==> config.mk <==
export PLATFORM = sky130hd
export DESIGN_NAME = env_alert_uart
export DESIGN_NICKNAME = d
export VERILOG_FILES = /design/src/rtl/env_alert_uart.sv
export SDC_FILE = /design/constraint.sdc
export NUM_CORES = 1
export LEC_CHECK = 0
export ABC_AREA = 1
export CORE_UTILIZATION = 64
export DETAILED_ROUTE_END_ITERATION = 6
export PLACE_DENSITY = 0.91
export SLEW_MARGIN = 20
export SYNTH_ARGS = -nofsm -noshare
export SYNTH_HDL_FRONTEND = slang
export SYNTH_SLANG_ARGS = --single-unit
==> constraint.sdc <==
create_clock -name clk -period 4.1 [get_ports clk]
set_clock_uncertainty 0.05 [all_clocks]
set_input_delay 1.23 -clock clk [delete_from_list [all_inputs] [get_ports clk]]
set_output_delay 1.23 -clock clk [all_outputs]
set_load 0.01 [all_outputs]
==> src/rtl/env_alert_uart.sv <==
// Threshold-driven ventilator control with an 18-byte ASCII alert frame sent over 8N1 UART on every change.
// Optional periodic reporting is enabled by defining ENV_ALERT_PERIODIC_EN.
module env_alert_uart #(
`ifdef ENV_ALERT_PERIODIC_EN
  parameter int unsigned REPORT_CYCLES = 250000000,
`endif
  parameter int unsigned CLK_HZ      = 50000000,
  parameter int unsigned BAUD        = 9600,
  parameter int unsigned EVAL_CYCLES = 5000000,
  parameter logic [15:0] T_ON        = 16'h6000,
  parameter logic [15:0] T_OFF       = 16'h5800,
  parameter logic [15:0] H_ON        = 16'hC000,
  parameter logic [15:0] H_OFF       = 16'hB800
) (
  input  logic        clk,
  input  logic        reset_n,
  input  logic [15:0] temp_in,
  input  logic [15:0] hum_in,
  output logic        vent,
  output logic        tx,
  output logic        busy,
  output logic [7:0]  frame_cnt
);

  localparam int unsigned BIT_CLKS = CLK_HZ / BAUD;
  localparam int unsigned BIT_W    = (BIT_CLKS > 2) ? $clog2(BIT_CLKS) : 1;
  localparam int unsigned EVAL_W   = (EVAL_CYCLES > 2) ? $clog2(EVAL_CYCLES) : 1;
  localparam logic [BIT_W-1:0]  BIT_LAST  = BIT_W'(BIT_CLKS - 1);
  // The NEXT state supplies the final clock of the stop bit.
  localparam logic [BIT_W-1:0]  STOP_LAST = BIT_W'(BIT_CLKS - 2);
  localparam logic [EVAL_W-1:0] EVAL_LAST = EVAL_W'(EVAL_CYCLES - 1);
  localparam logic [4:0]        LAST_BYTE = 5'd17;

  typedef enum logic [2:0] {IDLE, LOAD, START, DATA, STOP, NEXT} state_e;

  logic [15:0]       temp_s1_q, temp_s2_q, hum_s1_q, hum_s2_q;
  logic [EVAL_W-1:0] eval_cnt_q;
  logic              eval_tick;
  logic              vent_q, vent_d, vent_change;
  logic              pending_q, pending_d;
  logic              report_tick;

  state_e            state_q;
  logic              tx_q, busy_q;
  logic [7:0]        frame_cnt_q;
  logic [4:0]        byte_idx_q;
  logic [2:0]        bit_idx_q;
  logic [BIT_W-1:0]  bit_cnt_q;
  logic              snap_vent_q;
  logic [15:0]       snap_temp_q, snap_hum_q;
  logic [7:0]        cur_byte;

  function automatic logic [7:0] hex_char(input logic [3:0] n);
    return (n < 4'd10) ? (8'h30 + {4'h0, n}) : (8'h37 + {4'h0, n});
  endfunction

  assign eval_tick = (eval_cnt_q == EVAL_LAST);

  always_comb begin
    // NOTE: default first so every path assigns vent_d and no latch is inferred.
    vent_d = vent_q;
    if (eval_tick) begin
      if (!vent_q && (temp_s2_q >= T_ON || hum_s2_q >= H_ON)) begin
        vent_d = 1'b1;
      end else if (vent_q && temp_s2_q < T_OFF && hum_s2_q < H_OFF) begin
        vent_d = 1'b0;
      end
    end
  end

  assign vent_change = (vent_d != vent_q);

  // A new request arriving on the LOAD cycle must not be lost, so set wins.
  always_comb begin
    pending_d = pending_q;
    if (state_q == LOAD) pending_d = 1'b0;
    if (vent_change || report_tick) pending_d = 1'b1;
  end

  always_ff @(posedge clk or negedge reset_n) begin
    if (!reset_n) begin
      temp_s1_q  <= '0;
      temp_s2_q  <= '0;
      hum_s1_q   <= '0;
      hum_s2_q   <= '0;
      eval_cnt_q <= '0;
      vent_q     <= 1'b0;
      pending_q  <= 1'b0;
    end else begin
      // NOTE: non-blocking so the second sync stage takes the first stage's old value.
      temp_s1_q  <= temp_in;
      temp_s2_q  <= temp_s1_q;
      hum_s1_q   <= hum_in;
      hum_s2_q   <= hum_s1_q;
      eval_cnt_q <= eval_tick ? '0 : eval_cnt_q + EVAL_W'(1);
      vent_q     <= vent_d;
      pending_q  <= pending_d;
    end
  end

`ifdef ENV_ALERT_PERIODIC_EN
  localparam int unsigned RPT_W = (REPORT_CYCLES > 2) ? $clog2(REPORT_CYCLES) : 1;
  localparam logic [RPT_W-1:0] RPT_LAST = RPT_W'(REPORT_CYCLES - 1);
  logic [RPT_W-1:0] rpt_cnt_q;

  assign report_tick = (rpt_cnt_q == RPT_LAST);

  always_ff @(posedge clk or negedge reset_n) begin
    if (!reset_n) begin
      rpt_cnt_q <= '0;
    end else if (report_tick || vent_change) begin
      rpt_cnt_q <= '0;
    end else begin
      rpt_cnt_q <= rpt_cnt_q + RPT_W'(1);
    end
  end
`else
  assign report_tick = 1'b0;
`endif

  always_comb begin
    cur_byte = 8'h00;
    case (byte_idx_q)
      5'd0:    cur_byte = "V";
      5'd1:    cur_byte = snap_vent_q ? "1" : "0";
      5'd2:    cur_byte = " ";
      5'd3:    cur_byte = "T";
      5'd4:    cur_byte = "=";
      5'd5:    cur_byte = hex_char(snap_temp_q[15:12]);
      5'd6:    cur_byte = hex_char(snap_temp_q[11:8]);
      5'd7:    cur_byte = hex_char(snap_temp_q[7:4]);
      5'd8:    cur_byte = hex_char(snap_temp_q[3:0]);
      5'd9:    cur_byte = " ";
      5'd10:   cur_byte = "H";
      5'd11:   cur_byte = "=";
      5'd12:   cur_byte = hex_char(snap_hum_q[15:12]);
      5'd13:   cur_byte = hex_char(snap_hum_q[11:8]);
      5'd14:   cur_byte = hex_char(snap_hum_q[7:4]);
      5'd15:   cur_byte = hex_char(snap_hum_q[3:0]);
      5'd16:   cur_byte = 8'h0D;
      5'd17:   cur_byte = 8'h0A;
      default: cur_byte = 8'h00;
    endcase
  end

  always_ff @(posedge clk or negedge reset_n) begin
    if (!reset_n) begin
      state_q     <= IDLE;
      tx_q        <= 1'b1;
      busy_q      <= 1'b0;
      frame_cnt_q <= '0;
      byte_idx_q  <= '0;
      bit_idx_q   <= '0;
      bit_cnt_q   <= '0;
      snap_vent_q <= 1'b0;
      snap_temp_q <= '0;
      snap_hum_q  <= '0;
    end else begin
      unique case (state_q)
        IDLE: if (pending_q) state_q <= LOAD;
        LOAD: begin
          snap_vent_q <= vent_q;
          snap_temp_q <= temp_s2_q;
          snap_hum_q  <= hum_s2_q;
          busy_q      <= 1'b1;
          byte_idx_q  <= '0;
          bit_cnt_q   <= '0;
          tx_q        <= 1'b0;
          state_q     <= START;
        end
        START: begin
          if (bit_cnt_q == BIT_LAST) begin
            bit_cnt_q <= '0;
            bit_idx_q <= '0;
            tx_q      <= cur_byte[0];
            state_q   <= DATA;
          end else begin
            bit_cnt_q <= bit_cnt_q + BIT_W'(1);
          end
        end
        DATA: begin
          if (bit_cnt_q == BIT_LAST) begin
            bit_cnt_q <= '0;
            if (bit_idx_q == 3'd7) begin
              tx_q    <= 1'b1;
              state_q <= STOP;
            end else begin
              bit_idx_q <= bit_idx_q + 3'd1;
              tx_q      <= cur_byte[bit_idx_q + 3'd1];
            end
          end else begin
            bit_cnt_q <= bit_cnt_q + BIT_W'(1);
          end
        end
        STOP: begin
          if (bit_cnt_q == STOP_LAST) begin
            bit_cnt_q <= '0;
            state_q   <= NEXT;
          end else begin
            bit_cnt_q <= bit_cnt_q + BIT_W'(1);
          end
        end
        NEXT: begin
          if (byte_idx_q == LAST_BYTE) begin
            frame_cnt_q <= frame_cnt_q + 8'd1;
            busy_q      <= 1'b0;
            state_q     <= IDLE;
          end else begin
            byte_idx_q <= byte_idx_q + 5'd1;
            tx_q       <= 1'b0;
            state_q    <= START;
          end
        end
        default: state_q <= IDLE;
      endcase
    end
  end

  assign vent      = vent_q;
  assign tx        = tx_q;
  assign busy      = busy_q;
  assign frame_cnt = frame_cnt_q;

endmodule
## Word-level counts from Yosys, hierarchy flattened

Index checks and enable logic that the tools add are counted.

- Register bits: 156
- Output and inout port bits: 11

- $add $sub $neg: 21
- $lt $le $gt $ge: 13
- Equality and inequality tests: 35
- Multiplexer cells: 41
- Reductions and logical operators: 21

Operators by type and width:

| operator | count |
|---|---|
| $add A6 B4 Y7 const A | 16 |
| $pmux W7 S16 | 1 |
| $mux W7 | 8 |
| $eq A5 B4 Y1 const B | 8 |
| $pmux W13 S3 | 1 |
| $lt A4 B4 Y1 const B | 8 |
| $eq A13 B13 Y1 const B | 2 |
| $mux W13 | 2 |
| $mux W3 | 8 |
| $add A23 B1 Y23 const B | 1 |
| $eq A23 B23 Y1 const B | 1 |
| $mux W23 | 1 |
| $eq A5 B3 Y1 const B | 4 |
| $pmux W3 S6 | 1 |
| $ge A16 B15 Y1 const B | 1 |
| $ge A16 B16 Y1 const B | 1 |
| $lt A16 B15 Y1 const B | 1 |
| $lt A16 B16 Y1 const B | 1 |
| $ne A2 B2 Y1 const B | 8 |
| $add A13 B1 Y13 const B | 1 |
| $mux W1 | 12 |
| $eq A5 B2 Y1 const B | 2 |
| $eq A5 B5 Y1 const B | 2 |
| $pmux W5 S2 | 1 |
| 27 further kinds | 39 |

## Logic depth before layout (Yosys ltp)

- Depth in word-level cells: 8
- Depth in mapped cells: 17

## Worst setup path before layout

No wires, ideal clock.

- Path type: flip-flop to flip-flop
- From: register byte_idx_q[0]
- To: register tx_q, in the netlist tx
- Arrival time: 1.729 ns
- Data required time: 3.975 ns
- Slack: 2.245 ns
- Cell stages (with the launch flop): 17
- Path buffers: 0
- Clock period less this slack: 1.855 ns
- Cell sequence: dfrtp_1 -> ha_1 -> inv_1 -> nor2_1 -> ha_1 -> nand3_1 -> nand2_1 -> nor2_1 -> nand3_1 -> a21oi_1 -> nand2_1 -> nand3_1 -> nand3_1 -> nand2_1 -> nand2_1 -> nand2_1 -> nand2_1

- Cells in the longest elaborated chain, start to end: 8

Ends and longest elaborated chain:

| what | RTL line | source |
|---|---|---|
| start: declaration | 46 | `logic [4:0] byte_idx_q;` |
| start signal: assignment | 209 | `byte_idx_q <= byte_idx_q + 5'd1;` |
| $eq A5 B4 Y1, or another cell as far along | 123 | `case (byte_idx_q)` |
| $reduce_or A2 Y1 (no line) | n/a |  |
| $pmux W7 S16 | 123 |  |
| $bmux W1 S3 | 189 | `tx_q <= cur_byte[bit_idx_q + 3'd1];` |
| $mux W1 (implied by the code) | 189 |  |
| $mux W1 | 184 | `if (bit_idx_q == 3'd7) begin` |
| $mux W1 | 182 | `if (bit_cnt_q == BIT_LAST) begin` |
| $pmux W1 S4 | 159 | `unique case (state_q)` |
| end signal: assignment | 175 | `tx_q <= cur_byte[0];` |
| end signal: assignment | 189 |  |
| end: declaration | 44 | `logic tx_q, busy_q;` |

Several ways; a longest one is shown, not always the timed one. The select of a mux whose other input is x is not followed.
A chain may end at the register's enable or synchronous reset.

## Worst setup path after layout

- From: register tx_q, in the netlist tx
- To: output port tx

RTL lines:

| what | RTL line | source |
|---|---|---|
| end: declaration | 20 | `output logic tx,` |

No word-level cell between the ends.

==> key figures <==
Run status
  • Run status: finished, final reports clean

Synthesis
  • Syn Inst Count: 900
  • Seq cells post-synth: 156
  • Mapped Nets: roughly 950
  • Syn Area/Cell: 8.334 um2
  • Synth cell types: 39
  • Sequential fraction of the synthesis area: 0.5206
  • Cell area after synthesis: 7501 um2
  • Synthesis Warnings: 0

STA
  • Final Hold Fails: 0
  • RSZ-0062 raised after global routing: no
  • Slew margin rel.: 0.5196
  • Max-slew violation count: 0
  • Final worst path period need: 2.767 ns
  • Hold_ws: around 0.3 ns
  • Transition time of the tightest slew-check pin: 0.7188 ns
  • Final setup viols: 0
  • Period utilization: 0.6748
  • Fmax achieved: between 300 and 400 MHz
  • Setup TNS: 0 ns

Global routing
  • Total track usage: 0.2835
  • Initial antenna violation count: 0
  • Vias in the first global route: 5719
  • Global route total overflow: 0
  • First-pass GRT wire length: roughly 26000 um
  • Largest net degree at the start of global routing: a little under 70

Drt
  • WL/cell: 14.10 um
  • DR vias: around 6100
  • Vias/cell: roughly 5.5
  • DR pass1 iterations: 6
  • Final WL: 15650 um
  • Final antenna-violating net count: 0
  • Iter 0 DRT Violations: between 500 and 600
  • DRC: 0

Finish
  • Commonest cells after routing, fill and taps aside: nand2_1 (242), dfrtp_1 (155), inv_1 (129)
  • FILL cells: approximately 770
  • # diodes: 0
  • Final Net Count: 1007
  • Share of layout cells above drive strength 1: 0.07342
  • Commonest non-fill, non-tap cell in the layout: nand2_1
  • Area grow syn2layout: 15.75%

Critical path
  • WP data arrival: 1.49 ns
  • CP top delay family: flip-flops
  • Worst path max stage delay: 0.53 ns
  • CP Max Fanout: 2
  • WP data required: around 2.8 ns
  • Crit path cell chain: clkdlybuf4s50_1
  • Critical setup path kind: reg -> out
  • Worst Setup End Kind: primary output
  • CP Buf/Inv Count: 1
  • Critical-path top delay cell: dfstp_2
  • CP Launch Type: register

Clock network
  • H-tree Lvls: 4
  • Clock-pin slew on the worst setup and hold paths: about 0.06 ns
  • Clock sink count: 156
  • # hold bufs at CTS: 0
  • Clock Latency Late Sink: about 0.44 ns
  • Cts bufs inserted: 17
  • PostCTS Resize Cnt: 0
  • CTS Buffer Depth: 2
  • Clk root buf: clkbuf_16
  • CTS tree: yes
  • Post-CTS Setup Bufs: 0

Placement
  • IO buf count: 44
  • GPL Wtd Cong: 0.9159
  • Post-DP HPWL: 10930 um

Die
  • Starting Density: 0.6569
  • FP Rows: 39
  • Die width: 110.3 um
  • IO Pins: between 40 and 50
  • Core ar.: approximately 11000 um2
  • Total Die Area: ~12000 um2
  • Die H: between 100 and 150 um

Worst hold path
  • Hold WC Path Type: reg -> reg

Flow run
  • Total of max-cap violations: 0

Power and ir drop
  • LEAKAGE: 4.190 nW
  • PwrDens: 364.5 nW/um2
  • Peak supply drop: 0.0005114 V
==> through the flow <==
| stage | area [um2] | power, mW | utilization | std cells | setup WS, ns |
|---|---|---|---|---|---|
| 3_3_place_gp | 8110 | 1.675 | 0.7103 | 1078 | 1.793 |
| 2_1_floorplan | 7501 | 1.610 | - | 900 | 2.245 |
| 5_1_grt | 8682 | 3.265 | 0.7604 | 1110 | 1.276 |
| 4_1_cts | 8682 | 3.191 | 0.7604 | 1110 | 1.320 |
| 6_report | 8682 | 3.165 | 0.7604 | 1110 | 1.333 |
| 3_5_place_dp | 8110 | 1.681 | 0.7103 | 1078 | 1.784 |
==> synthesized netlist by cell type, drive strengths merged <==
cell type | number | share of area
dfrtp | 155 | 0.52
nand3 | 78 | 0.053
nand4 | 18 | 0.016
clkbuf | 8 | 0.0040
a21oi | 11 | 0.0073
ha | 19 | 0.032
inv | 134 | 0.067
xnor2 | 3 | 0.0035
mux2i | 2 | 0.0027
a211oi | 1 | 0.0010
o22ai | 9 | 0.0075
o211ai | 4 | 0.0040
nand2 | 247 | 0.13
nor3b | 1 | 0.0010
o21a | 2 | 0.0020
xor2 | 19 | 0.022
dfstp | 1 | 0.0035
nor2 | 85 | 0.052
a21boi | 1 | 0.0010
nor4 | 10 | 0.011
and2 | 1 | 0.0012
nor3 | 16 | 0.012
nand3b | 5 | 0.0050
or2 | 1 | 0.00083
o21ai | 65 | 0.043
buf | 4 | 0.0032
==> cell families after synthesis <==
kind of cell | Yosys count | synth area share
AND/OR/NAND/NOR | 462 | 0.2789
flip-flops | 156 | 0.5206
buffers and inverters | 146 | 0.07423
AO/OA/AOI/OAI | 93 | 0.06622
XOR/XNOR | 22 | 0.02569
adder cells (fa/ha/maj) | 19 | 0.03169
multiplexers | 2 | 0.002669
==> state kept, by name, indices dropped and copies added (netlist names), 3 cells and up <==
register,count
hum_s1_q,16
eval_cnt_q,23
bit_cnt_q,13
frame_cnt,8
snap_hum_q,16
temp_s2_q,16
bit_idx_q,3
snap_temp_q,16
temp_s1_q,16
state_q,3
hum_s2_q,16
byte_idx_q,5
==> path summary, 6_finish.rpt <==
kind / depth (start not counted) / startpoint / end / slack [ns]
setup / recovery: 1 / tx$_DFFE_PN1P_ / tx / 1.33
hold / removal: 0 / temp_s1_q[4]$_DFF_PN0_ / temp_s2_q[4]$_DFF_PN0_ / 0.30
setup reg to reg: 11 / eval_cnt_q[0]$_DFF_PN0_ / eval_cnt_q[20]$_DFF_PN0_ / 1.90
hold reg to reg: 0 / temp_s1_q[4]$_DFF_PN0_ / temp_s2_q[4]$_DFF_PN0_ / 0.30
max in group asynchronous: 2 / reset_n / snap_temp_q[5]$_DFFE_PN0P_ / 2.45
min in group asynchronous: 1 / reset_n / frame_cnt[5]$_DFFE_PN0P_ / 0.68
==> area by class of cell <==
class | count | area, um2 | share of cell area
multi-input cells | 598 | 3047 | 0.3509
flip-flops and latches | 156 | 3905 | 0.4498
clock buffers | 18 | 439.2 | 0.05058
repair buffers | 47 | 476.7 | 0.05491
clock inverters | 14 | 132.6 | 0.01528
inverters | 134 | 503.0 | 0.05793
well taps | 143 | 178.9 | 0.02061
==> routing by layer <==
| metal | vias up | track usage | routed length [um] | share of wire |
|---|---|---|---|---|
| met5 | - | 0 | 0 | 0 |
| met4 | 0 | 0.1109 | 405 | 0.026 |
| met3 | 37 | 0.08172 | 991 | 0.063 |
| met2 | 220 | 0.4681 | 7721 | 0.49 |
| met1 | 2874 | 0.3525 | 6534 | 0.42 |
| li1 | 2978 | - | - | - |
==> power breakdown <==
group          leakage [nW]  total, mW  internal [mW]  switching, mW
Sequential             2.01       1.58           1.57         0.0118
Combinational          1.90     0.0665         0.0310         0.0355
Clock                 0.280       1.52          0.862          0.654
(Power assumes the default switching activity.)
